File: config.mk
export PLATFORM = sky130hd
export DESIGN_NAME = game_sequencer
export DESIGN_NICKNAME = d
export VERILOG_FILES = /design/src/rtl/game_sequencer_pkg.sv /design/src/rtl/game_sequencer_button_conditioner.sv /design/src/rtl/game_sequencer.sv
export SDC_FILE = /design/constraint.sdc
export NUM_CORES = 1
export LEC_CHECK = 0
export ABC_AREA = 1
export CORE_ASPECT_RATIO = 2
export CORE_UTILIZATION = 47
export DETAILED_ROUTE_END_ITERATION = 8
export PLACE_DENSITY = 0.67
export REMOVE_ABC_BUFFERS = 1
export SETUP_SLACK_MARGIN = 0.02
export SLEW_MARGIN = 15
export SYNTH_ARGS = -nofsm -noshare
export SYNTH_HDL_FRONTEND = slang
export SYNTH_SLANG_ARGS = --single-unit
File: constraint.sdc
create_clock -name clk_25MHz -period 3.2 [get_ports clk_25MHz]
set_input_delay 0.32 -clock clk_25MHz [delete_from_list [all_inputs] [get_ports clk_25MHz]]
set_output_delay 0.32 -clock clk_25MHz [all_outputs]
set_load 0.05 [all_outputs]
File: src/rtl/game_sequencer_pkg.sv
// FlappyBruin game-flow state codes and widths shared with render/score_board.
// GAME_SEQ_PAUSE_EN adds the PAUSE state code (5); otherwise codes 5-7 are unused.
package flappy_pkg;

  localparam int SCORE_W = 10;
  localparam int FCNT_W  = 8;

  typedef enum logic [2:0] {
    IDLE  = 3'd0,
    READY = 3'd1,
    PLAY  = 3'd2,
    CRASH = 3'd3,
    OVER  = 3'd4
`ifdef GAME_SEQ_PAUSE_EN
    ,
    PAUSE = 3'd5
`endif
  } game_state_t;

endpackage

File: src/rtl/game_sequencer_button_conditioner.sv
// Raw push-button conditioner: 2-FF synchronizer, counter debounce and a
// registered one-cycle rise pulse that follows the debounced level by one cycle.
module button_conditioner #(
  parameter int DEBOUNCE_CYCLES = 250000
) (
  input  logic clk_25MHz,
  input  logic reset_n,
  input  logic in_raw,
  output logic level,
  output logic rise
);

  localparam int CW = (DEBOUNCE_CYCLES > 1) ? $clog2(DEBOUNCE_CYCLES) : 1;
  localparam logic [CW-1:0] CNT_LAST = CW'(DEBOUNCE_CYCLES - 1);

  logic [1:0]    sync_q;
  logic [CW-1:0] cnt;
  logic          level_d;

  // Any sample that agrees with the current level restarts the count, so bounces never leak through.
  always_ff @(posedge clk_25MHz) begin
    if (!reset_n) begin
      sync_q  <= '0;
      cnt     <= '0;
      level   <= 1'b0;
      level_d <= 1'b0;
      rise    <= 1'b0;
    end else begin
      sync_q  <= {sync_q[0], in_raw};
      level_d <= level;
      rise    <= level & ~level_d;
      if (sync_q[1] == level) begin
        cnt <= '0;
      end else if (cnt == CNT_LAST) begin
        level <= sync_q[1];
        cnt   <= '0;
      end else begin
        cnt <= cnt + 1'b1;
      end
    end
  end

endmodule

File: src/rtl/game_sequencer.sv
// FlappyBruin game-flow controller: IDLE -> READY -> PLAY -> CRASH -> OVER, timed in VGA frames.
// Define GAME_SEQ_PAUSE_EN to add the btn_pause input and the PAUSE state.
module game_sequencer
  import flappy_pkg::*;
#(
  parameter int DEBOUNCE_CYCLES  = 250000,
  parameter int READY_FRAMES     = 120,
  parameter int CRASH_FRAMES     = 90,
  parameter int FLASH_FRAMES     = 8,
  parameter int OVER_LOCK_FRAMES = 30
) (
  input  logic               clk_25MHz,
  input  logic               reset_n,
  input  logic               btn_start,
  input  logic               btn_flap,
`ifdef GAME_SEQ_PAUSE_EN
  input  logic               btn_pause,
`endif
  input  logic               vsync,
  input  logic               lose,
  input  logic [SCORE_W-1:0] score,
  output logic               run,
  output logic               clear,
  output logic               flap_pulse,
  output logic               flash,
  output logic [2:0]         state,
  output logic [SCORE_W-1:0] best_score
);

  localparam logic [FCNT_W-1:0] READY_LAST = FCNT_W'(READY_FRAMES - 1);
  localparam logic [FCNT_W-1:0] CRASH_LAST = FCNT_W'(CRASH_FRAMES - 1);
  localparam logic [FCNT_W-1:0] FLASH_LAST = FCNT_W'(FLASH_FRAMES - 1);
  localparam logic [FCNT_W-1:0] OVER_LOCK  = FCNT_W'(OVER_LOCK_FRAMES);
  localparam logic [FCNT_W-1:0] FCNT_MAX   = '1;

  game_state_t       cur_state, next_state;
  logic [FCNT_W-1:0] fcnt;
  logic [FCNT_W-1:0] flash_cnt;
  logic              vsync_q, frame_tick;
  logic              start_level, start_rise;
  logic              flap_level, flap_rise;
  logic              state_changed, flap_take, fcnt_freeze;
  logic              unused_levels;

  button_conditioner #(.DEBOUNCE_CYCLES(DEBOUNCE_CYCLES)) u_start_cond (
    .clk_25MHz(clk_25MHz), .reset_n(reset_n), .in_raw(btn_start),
    .level(start_level), .rise(start_rise)
  );

  button_conditioner #(.DEBOUNCE_CYCLES(DEBOUNCE_CYCLES)) u_flap_cond (
    .clk_25MHz(clk_25MHz), .reset_n(reset_n), .in_raw(btn_flap),
    .level(flap_level), .rise(flap_rise)
  );

`ifdef GAME_SEQ_PAUSE_EN
  logic pause_level, pause_rise;

  button_conditioner #(.DEBOUNCE_CYCLES(DEBOUNCE_CYCLES)) u_pause_cond (
    .clk_25MHz(clk_25MHz), .reset_n(reset_n), .in_raw(btn_pause),
    .level(pause_level), .rise(pause_rise)
  );

  assign unused_levels = start_level ^ flap_level ^ pause_level;
  assign fcnt_freeze   = (cur_state == PAUSE);
`else
  assign unused_levels = start_level ^ flap_level;
  assign fcnt_freeze   = 1'b0;
`endif

  always_comb begin
    next_state = cur_state;
    case (cur_state)
      IDLE:  if (start_rise) next_state = READY;
      READY: if (flap_rise || (frame_tick && fcnt == READY_LAST)) next_state = PLAY;
      PLAY: begin
        if (lose) next_state = CRASH;
`ifdef GAME_SEQ_PAUSE_EN
        else if (pause_rise) next_state = PAUSE;
`endif
      end
      CRASH: if (frame_tick && fcnt == CRASH_LAST) next_state = OVER;
      OVER:  if (start_rise && fcnt >= OVER_LOCK) next_state = READY;
`ifdef GAME_SEQ_PAUSE_EN
      PAUSE: if (pause_rise || start_rise) next_state = PLAY;
`endif
      default: next_state = IDLE;
    endcase
  end

  assign state_changed = (next_state != cur_state);
  // A flap counts only when it keeps or brings us into PLAY; a simultaneous crash swallows it.
  assign flap_take     = flap_rise && (next_state == PLAY) &&
                         ((cur_state == PLAY) || (cur_state == READY));
  assign state         = cur_state;

  always_ff @(posedge clk_25MHz) begin
    if (!reset_n) begin
      cur_state  <= IDLE;
      fcnt       <= '0;
      flash_cnt  <= '0;
      flash      <= 1'b0;
      run        <= 1'b0;
      clear      <= 1'b0;
      flap_pulse <= 1'b0;
      best_score <= '0;
      vsync_q    <= 1'b1;
      frame_tick <= 1'b0;
    end else begin
      vsync_q    <= vsync;
      frame_tick <= vsync_q & ~vsync;
      cur_state  <= next_state;
      run        <= (next_state == PLAY);
      clear      <= state_changed && (next_state == READY);
      flap_pulse <= flap_take;

      if (state_changed) begin
        fcnt <= '0;
      end else if (frame_tick && !fcnt_freeze && fcnt != FCNT_MAX) begin
        fcnt <= fcnt + 1'b1;
      end

      // Flash starts lit on CRASH entry and is forced dark everywhere else.
      if (next_state != CRASH) begin
        flash     <= 1'b0;
        flash_cnt <= '0;
      end else if (cur_state != CRASH) begin
        flash     <= 1'b1;
        flash_cnt <= '0;
      end else if (frame_tick) begin
        if (flash_cnt == FLASH_LAST) begin
          flash     <= ~flash;
          flash_cnt <= '0;
        end else begin
          flash_cnt <= flash_cnt + 1'b1;
        end
      end

      if (cur_state == PLAY && next_state == CRASH && score > best_score) begin
        best_score <= score;
      end
    end
  end

endmodule
# Word level (Yosys, flattened, before mapping)
# Cells that the tools add are included.
# word_totals
elab_cells	86
reg_bits	81
input_bits	16
out_inout_bits	17
# classes
magnitude_cmp	2
n_reduce_logical	22
n_bitwise	10
eq_ne	18
mux	10
n_addsub	4
# op_table
op	count
$add A18 B1 Y18 const B	2
$eq A18 B18 Y1 const B	2
$add A8 B1 Y8 const B	2
$eq A8 B7 Y1 const B	2
$mux W3	5
$pmux W3 S5	1
$eq A3 B2 Y1 const B	4
$gt A10 B10 Y1	1
$logic_and A1 B1 Y1	9
$reduce_or A3 Y1	3
$eq A8 B3 Y1 const B	1
$ge A8 B5 Y1 const B	1
$mux W8	1
$ne A8 B8 Y1 const B	1
$not A1 Y1	7
$eq A3 B1 Y1 const B	2
$ne A3 B2 Y1 const B	2
$reduce_and A2 Y1	3
$reduce_bool A2 Y1	2
$reduce_or A2 Y1	2
$and A1 B1 Y1	3
$eq A3 B3 Y1 const B	1
$logic_not A3 Y1	1
$mux W1	3
other kinds (3)	5

# Logic depth before layout (Yosys ltp)
# Gate-level depths: netlist (run 1).
# depth
ltp_word	8
depth_mapped	13
mapped_depth_nobuf	13

# By module
# From an unflattened synthesis (run 1), not the netlist that was laid out.
# hier_totals
cells_unflattened	580
hier_area_um2	4214.0
# by_module_without_submodules
mod	seq_area_each_um2	cells_per_inst	n_inst	area_each_um2
button_conditioner	460.4	151	2	1124.8
game_sequencer	700.7	278	1	1964.4

# Worst setup path before layout (run 1)
# OpenSTA, ideal clock, no wires.
# synth_timing
path_kind	reg-to-reg
start	register best_score[7]
end	register best_score[5]
path_stages_with_launch	12
required_ps	3087
path_slack_ps	1204
setup_ps	113
n_path_buf	1
t_arrival_ps	1882
period_less_slack_ps	1996
path_cell_list	dfxtp_1 > inv_1 > ha_1 > a21oi_1 > nor2_1 > nor2_1 > nand4_1 > nand3b_1 > clkbuf_1 > nand2_1 > nand2_1 > nor2_1
# synth_between
elab_chain_cells	2
# synth_rtl
element	line	rtl
start: declaration	game_sequencer.sv:27	output logic [SCORE_W-1:0] best_score
start signal: assignment	game_sequencer.sv:139	best_score <= score;
$gt A10 B10 Y1	game_sequencer.sv:138	if (cur_state == PLAY && next_state == CRASH && score > best_score) begin
$logic_and A1 B1 Y1	game_sequencer.sv:138	
# Every way passes these cells.
# A chain may end at the register's enable or synchronous reset.

# Worst setup path after layout (run 1)
# layout_timing
start	input port score[9]
end	register best_score[1]
# layout_between
elab_chain_cells	2
# layout_rtl
element	line	rtl
start: declaration	game_sequencer.sv:21	input logic [SCORE_W-1:0] score,
$gt A10 B10 Y1	game_sequencer.sv:138	
$logic_and A1 B1 Y1	game_sequencer.sv:138	
# Every way passes these cells.

==> qor.txt, run 1 <==
crit path cell chain -> clkdlybuf4s50_1 > ha_1 > nand2_1 > nor2_1 > o211ai_1 > nand4_1 > nand3b_1 > nor2_1 > nor2_1
YS warnings -> 0
Sink Count -> 81
routing usage on met2 -> 37.5%
CTS clk-pin slew, worst paths -> 0.05 ns
setup TNS -> 0 ns
number of fill cells -> 777
Clock Tree Root -> clkbuf_16
crit share post-route -> 65.7%
Final Critical Period -> 2.10 ns
Post-synth ARST share -> 0%
Hold WC Path Type -> flip-flop to flip-flop
simple-gate share of the synthesized area -> 35.2%
Worst R2R Setup Slack -> 1.15 ns
largest family of logic cells by synthesized area -> simple AND/OR/NAND/NOR gates
share of cells above drive strength 1 -> 8.03%
DRT Pass-1 Iters -> 5
final-report hold violation count -> 0
mapped cell area -> 0.00394 mm2
die extent in x -> 66.7 um
Buf/Inv on CP -> 1
RSZ-0062 raised after global routing -> no
Mean Syn Cell Area -> 7.41 um2
Fin Clk Skew -> 0.00588 ns
DR WL/cell -> 12.0 um
PortBufs -> 32
fin util -> 58.4%
final setup vio count -> 0
via/cell ratio -> 5.06
routed via count -> 3,388
core footprint -> 0.00800 mm2
met1 Resource Use GR -> 19.0%
WL final -> 8040 um
post-route ant nets -> 0
Synth area leader -> dfxtp_1
Worst EP required -> 3.42 ns
Multi-input gate area -> 0.00201 mm2
CTS H-tree lvls -> 3
CP delay by family, top -> simple AND/OR/NAND/NOR gates
clk buf depth -> 2
Max Transition Viols Final -> 0
clk_lat worst skew -> 0.34 ns
maximum VDD drop -> 383 uV
hold_sp -> u_flap_cond.level_d
worst reg2reg path depth -> 9
sequential area share after synthesis -> 41.2%
net count reported at finish -> 600
cts repair resizes -> 0
Die Y -> 131 um
CTS tree -> yes
initial antenna violation count -> 0
Top FF cell, synth -> dfxtp_1
Synth top cells by count -> 105 x nand2_1, 91 x nor2_1, 81 x dfxtp_1, 67 x inv_1
Startpoint Class -> primary input
hold path endpoint -> u_flap_cond.rise
area of the die -> 0.00877 mm2
Post-synth EDFFs -> 0
vias in the first global route -> 3,189
Post-route DRC -> 0
Detail Placement HPWL -> 6120 um
Reg2Reg Capture Point -> best_score[1]
most frequent cell after synthesis -> nand2_1
Worst Hold Path Cells -> 1
Worst EP arrival -> 2.33 ns
xor/xnor share of the synthesized area -> 5.12%
crit path capture type -> flip-flop
CTS buffer count -> 9
Initial Utilization -> 49.2%
GRT Util Overall -> 19.9%
GRT met3 Usage -> 4.95%
MaxCap Viol Count -> 0
Worst-Margin Slew -> 0.700 ns
ant diodes -> 0
post-synth top area share -> 41.2%
worst r2r src -> best_score[7]
post-synthesis compound-gate area fraction -> 5.59%
status -> finished clean
area delta synth->final -> 18.6%
global-route wire length before repair -> 13,400 um
Worst path slowest cell -> nand3b_1
placement row count -> 46
Crit path top cell by count -> nor2_1
P_leak -> 1.79 nW
post-synthesis cell type count -> 37
Setup Fix Bufs, Post-CTS -> 0
iteration-0 DRC count of the detailed router -> 111
Reg area -> 0.00162 mm2
Crit Path Class -> primary input to flip-flop
worst hold margin -> 0.385 ns
grt ovf -> 0
Synth area leaders -> dfxtp_1 41%, nand2_1 10%, nor2_1 8.7%, inv_1 6.4%, ha_1 5.1%
Post-Synth Adder-Cell Area -> 5.09%
Crit Path Max Fanout -> 20
Cells after Synth -> 531
placer congestion estimate -> 0.807
global route hottest layer -> met2
pin count of the biggest net entering global routing -> 21
normalized max-slew margin -> 53.2%
Hold-fix buffers, CTS -> 0
Max Fclk -> 476 MHz
Max stage delay on crit path -> 0.48 ns
IO Count -> 33
Cell Pwr Density -> 472 mW/mm2
mux cell area share after synthesis -> 0%
post-synthesis register bit count -> 81
[cell usage in the layout, fill, tap and decap left out, drive strengths merged]
master         netlist  routed
nand2              106     106
nor2                92      92
dfxtp               81      81
inv                 70      70
clkdlybuf4s50        0      32
nand3               30      30
nor3                29      29
a21oi               28      28
xor2                18      18
ha                  16      16
nand4               11      11
clkbuf               3      11
nor3b               10      10
or2                  8       8
o21ai                7       7
xnor2                5       5
nor4                 5       5
nand3b               2       2
bufinv               0       2
clkinv               0       2
o211ai               1       1
a21boi               1       1
and2                 1       1
a31oi                1       1
o31ai                1       1
a31o                 1       1
clkinvlp             0       1
buf                  4       1
[layer usage]
metal  up-vias  wire length, um
met5         -                0
met4         0              206
met3        16              132
met2        37             4620
met1      1565             3080
li1       1770                -
[flip-flops by register name, summed over array words and instances (netlist names)]
register,cells
u_flap_cond.level_d,1
flash_cnt,8
clear,1
frame_tick,1
u_flap_cond.level,1
u_flap_cond.rise,1
vsync_q,1
flash,1
u_flap_cond.sync_q,2
u_start_cond.sync_q,2
flap_pulse,1
u_start_cond.cnt,18
u_start_cond.level_d,1
u_start_cond.rise,1
fcnt,8
run,1
best_score,10
state,3
u_start_cond.level,1
u_flap_cond.cnt,18
[worst max path at each step]
stage,startpoint,endpoint,slack [ns],depth (start not counted)
after floorplan,best_score[9],best_score[0],1.05,9
after global placement,score[9],best_score[8],0.78,9
after detailed placement,score[9],best_score[3],0.75,9
after CTS,score[9],best_score[3],1.10,9
after global routing,score[9],best_score[1],0.91,9
final,score[9],best_score[1],1.10,9
[worst register-to-register path: stages, from the launching register on]
cell and delay, ns:
dfxtp_1 0.35, inv_1 0.06, ha_1 0.29, nand2_1 0.06, nor2_1 0.15, o211ai_1 0.12, nand4_1 0.10, nand3b_1 0.48
nor2_1 0.26, nor2_1 0.07
[area by class of cell]
cell class | count | area share, %
clock inverters | 5 | 1.66
inverters | 70 | 5.63
multi-input cells | 373 | 43.0
well taps | 96 | 2.57
clock buffers | 11 | 5.41
repair buffers | 33 | 7.02
flip-flops and latches | 81 | 34.7
[kinds of logic (layout without fill, tap and decap cells)]
kind of cell | after synthesis | after routing
AND/OR/NAND/NOR | 294 | 294
adder cells (fa/ha/maj) | 16 | 16
buffers and inverters | 77 | 119
flip-flops | 81 | 81
AO/OA/AOI/OAI | 40 | 40
XOR/XNOR | 23 | 23
[metrics by stage]
stage / instances / total power, mW / area [um2] / setup slack [ns]
6_report: 669 / 2.20 / 4670 / 1.10
5_1_grt: 669 / 2.27 / 4670 / 0.909
2_1_floorplan: 524 / 1.07 / 3890 / 1.05
3_3_place_gp: 653 / 1.11 / 4340 / 0.781
4_1_cts: 669 / 2.23 / 4670 / 1.10
3_5_place_dp: 653 / 1.11 / 4340 / 0.747
[where the power goes]
group / total (mW) / switching, mW / internal [mW]
logic: 0.0656 / 0.0342 / 0.0313
clock network: 1.12 / 0.396 / 0.722
registers: 1.02 / 0.00491 / 1.01
No activity file was read; power rests on OpenSTA's default activity.
==> run 2: changes to the inputs <==
- clock period: 3.2 -> 1.95 ns (I/O delays scaled with it)
==> run 2 against run 1 <==
Routed wire length increased by 1.7%. Sequential share of layout area down 0.95 points. Worst hold slack worse by 0.0042 ns. Largest power group unchanged. Sequential power rose by 64%. Clock power increased by 55%. Final area rose by 2.8%. Die area unchanged.
==> qor.txt, run 2 (synthesis results as in run 1) <==
status -> finished clean
crit path capture type -> output port
setup TNS -> 0 ns (unchanged)
leading cell type in the layout, fill and taps excluded -> nand2_1
Hold WC Path Type -> flip-flop to flip-flop
crit share post-route -> 93.1%
placer congestion estimate -> 0.834 (+3.4%)
iteration-0 DRC count of the detailed router -> 85 (-23%)
initial antenna violation count -> 0 (unchanged)
Die Y -> 131 um (unchanged)
Max Transition Viols Final -> 0 (unchanged)
WL final -> 8180 um (+1.7%)
placement row count -> 46 (unchanged)
CTS tree -> yes
area delta synth->final -> 22.0%
final setup vio count -> 0 (unchanged)
ant diodes -> 0 (unchanged)
post-route ant nets -> 0 (unchanged)
Clock Tree Root -> clkbuf_16
number of fill cells -> 763 (-1.8%)
Final Critical Period -> 1.81 ns
MaxCap Viol Count -> 0 (unchanged)
net count reported at finish -> 610 (+1.7%)
Design Area, Final -> 0.00480 mm2 (+2.8%)
vias in the first global route -> 3,263 (+2.3%)
highest-count cells in the layout ignoring fill and taps -> 102 x nand2_1, 90 x nor2_1, 81 x dfxtp_1
Multi-input gate area -> 0.00208 mm2 (+3.4%)
pin count of the biggest net entering global routing -> 19 (-9.5%)
CTS H-tree lvls -> 3 (unchanged)
DR WL/cell -> 12.0 um (+0.23%)
P_leak -> 1.85 nW (+3.3%)
crit path cell chain -> clkdlybuf4s50_1
final-report hold violation count -> 0 (unchanged)
Startpoint Class -> flip-flop
Buf/Inv on CP -> 1 (unchanged)
maximum VDD drop -> 569 uV (+48%)
Max Fclk -> 551 MHz
Hold-fix buffers, CTS -> 0 (unchanged)
placed cells -> 663 (+1.5%)
biggest regs -> u_flap_cond.cnt: 18 flops, u_start_cond.cnt: 18 flops, best_score: 10 flops
Worst R2R Setup Slack -> 0.18 ns (-0.97 ns)
global-route wire length before repair -> 13,200 um (-0.93%)
Crit Path Class -> flip-flop to output port
CTS buffer count -> 9 (unchanged)
Cell Pwr Density -> 735 mW/mm2 (+56%)
grt ovf -> 0 (unchanged)
Crit Path Max Fanout -> 7 (-65%)
DP Area -> 0.00441 mm2 (+1.7%)
CP delay by family, top -> buffers and inverters
clk_lat worst skew -> 0.34 ns (about the same)
DRT Pass-1 Iters -> 4 (-1)
Fin Clk Skew -> 0.00707 ns (+0.00120 ns)
Detail Placement HPWL -> 6190 um (+1.1%)
Reg area -> 0.00162 mm2 (unchanged)
Max stage delay on crit path -> 0.84 ns (+0.36 ns)
Worst path slowest cell -> clkdlybuf4s50_1
worst hold margin -> 0.380 ns (-0.00422 ns)
RSZ-0062 raised after global routing -> no
Setup Fix Bufs, Post-CTS -> 0 (unchanged)
Worst EP required -> 1.75 ns (-1.67 ns)
share of cells above drive strength 1 -> 11.1% (+3.1 points)
PortBufs -> 32 (unchanged)
via/cell ratio -> 5.10 (+0.62%)
fin util -> 60.0% (+1.6 points)
clk buf depth -> 2 (unchanged)
routed via count -> 3,460 (+2.1%)
GRT Util Overall -> 19.7% (-0.16 points)
core footprint -> 0.00800 mm2 (unchanged)
IO Count -> 33 (unchanged)
CTS clk-pin slew, worst paths -> 0.06 ns (about the same)
normalized max-slew margin -> 61.4% (+8.2 points)
die extent in x -> 66.7 um (unchanged)
Worst-Margin Slew -> 0.573 ns (-0.126 ns)
area of the die -> 0.00877 mm2 (unchanged)
Worst EP arrival -> 1.62 ns (-0.71 ns)
Initial Utilization -> 49.2% (unchanged)
Finished Layout Cells -> 679 (+1.5%)
Sink Count -> 81 (unchanged)
Post-route DRC -> 0 (unchanged)
==> run 2: changes by cell type in the layout (fill, tap and decap cells not counted), sizes merged <==
| cell | change |
|---|---|
| dlymetal6s2s | +1 |
| clkinvlp | +1 |
| clkdlybuf4s50 | -1 |
| bufinv | -1 |
| clkinv | -1 |
| inv | +1 |
| buf | +10 |
==> run 2: worst paths after layout <==
check,start,to,cells past startpoint
worst max-delay path,state[1],state[1],1
worst min-delay path,u_start_cond.level_d,u_start_cond.rise,1
worst max register to register,u_flap_cond.cnt[0],u_flap_cond.level,10
worst min register to register,u_start_cond.level_d,u_start_cond.rise,1
==> run 2: where the power goes <==
group	total, mW	switching, mW	leakage (nW)	internal [mW]
Clock	1.74	0.677	0.148	1.07
Combinational	0.116	0.0603	1.04	0.0561
Sequential	1.67	0.00530	0.654	1.66
==> run 2: stage by stage <==
stage / setup slack [ns] / total power, mW
after floorplan: -0.196 / 1.76
after global placement: 0.0606 / 1.82
after detailed placement: -0.00424 / 1.82
after CTS: 0.0574 / 3.58
after global routing: 0.0228 / 3.66
final: 0.135 / 3.53
==> run 2: metal layers <==
layer / GRT usage (%) / share of wire, % / vias to the layer above
met1: 17.5 / 38 / 1595
li1: - / - / 1797
met3: 4.60 / 2.0 / 22
met2: 37.1 / 56 / 46
met4: 11.9 / 3.9 / 0
met5: 0 / 0 / -
==> run 2: final cells by class <==
class / count / share of cell area (%)
multi-input combinational: 373 / 43.2
clock buffer: 11 / 5.26
inverter: 70 / 5.47
timing repair buffer: 43 / 8.44
sequential: 81 / 33.8
tap: 96 / 2.50
clock inverter: 5 / 1.30
==> run 2: what timing repair did <==
item	CTS	global route
pin swaps	0	0
gates resized for setup	1	14
endpoints found under the setup margin	1	43
gates cloned	0	0
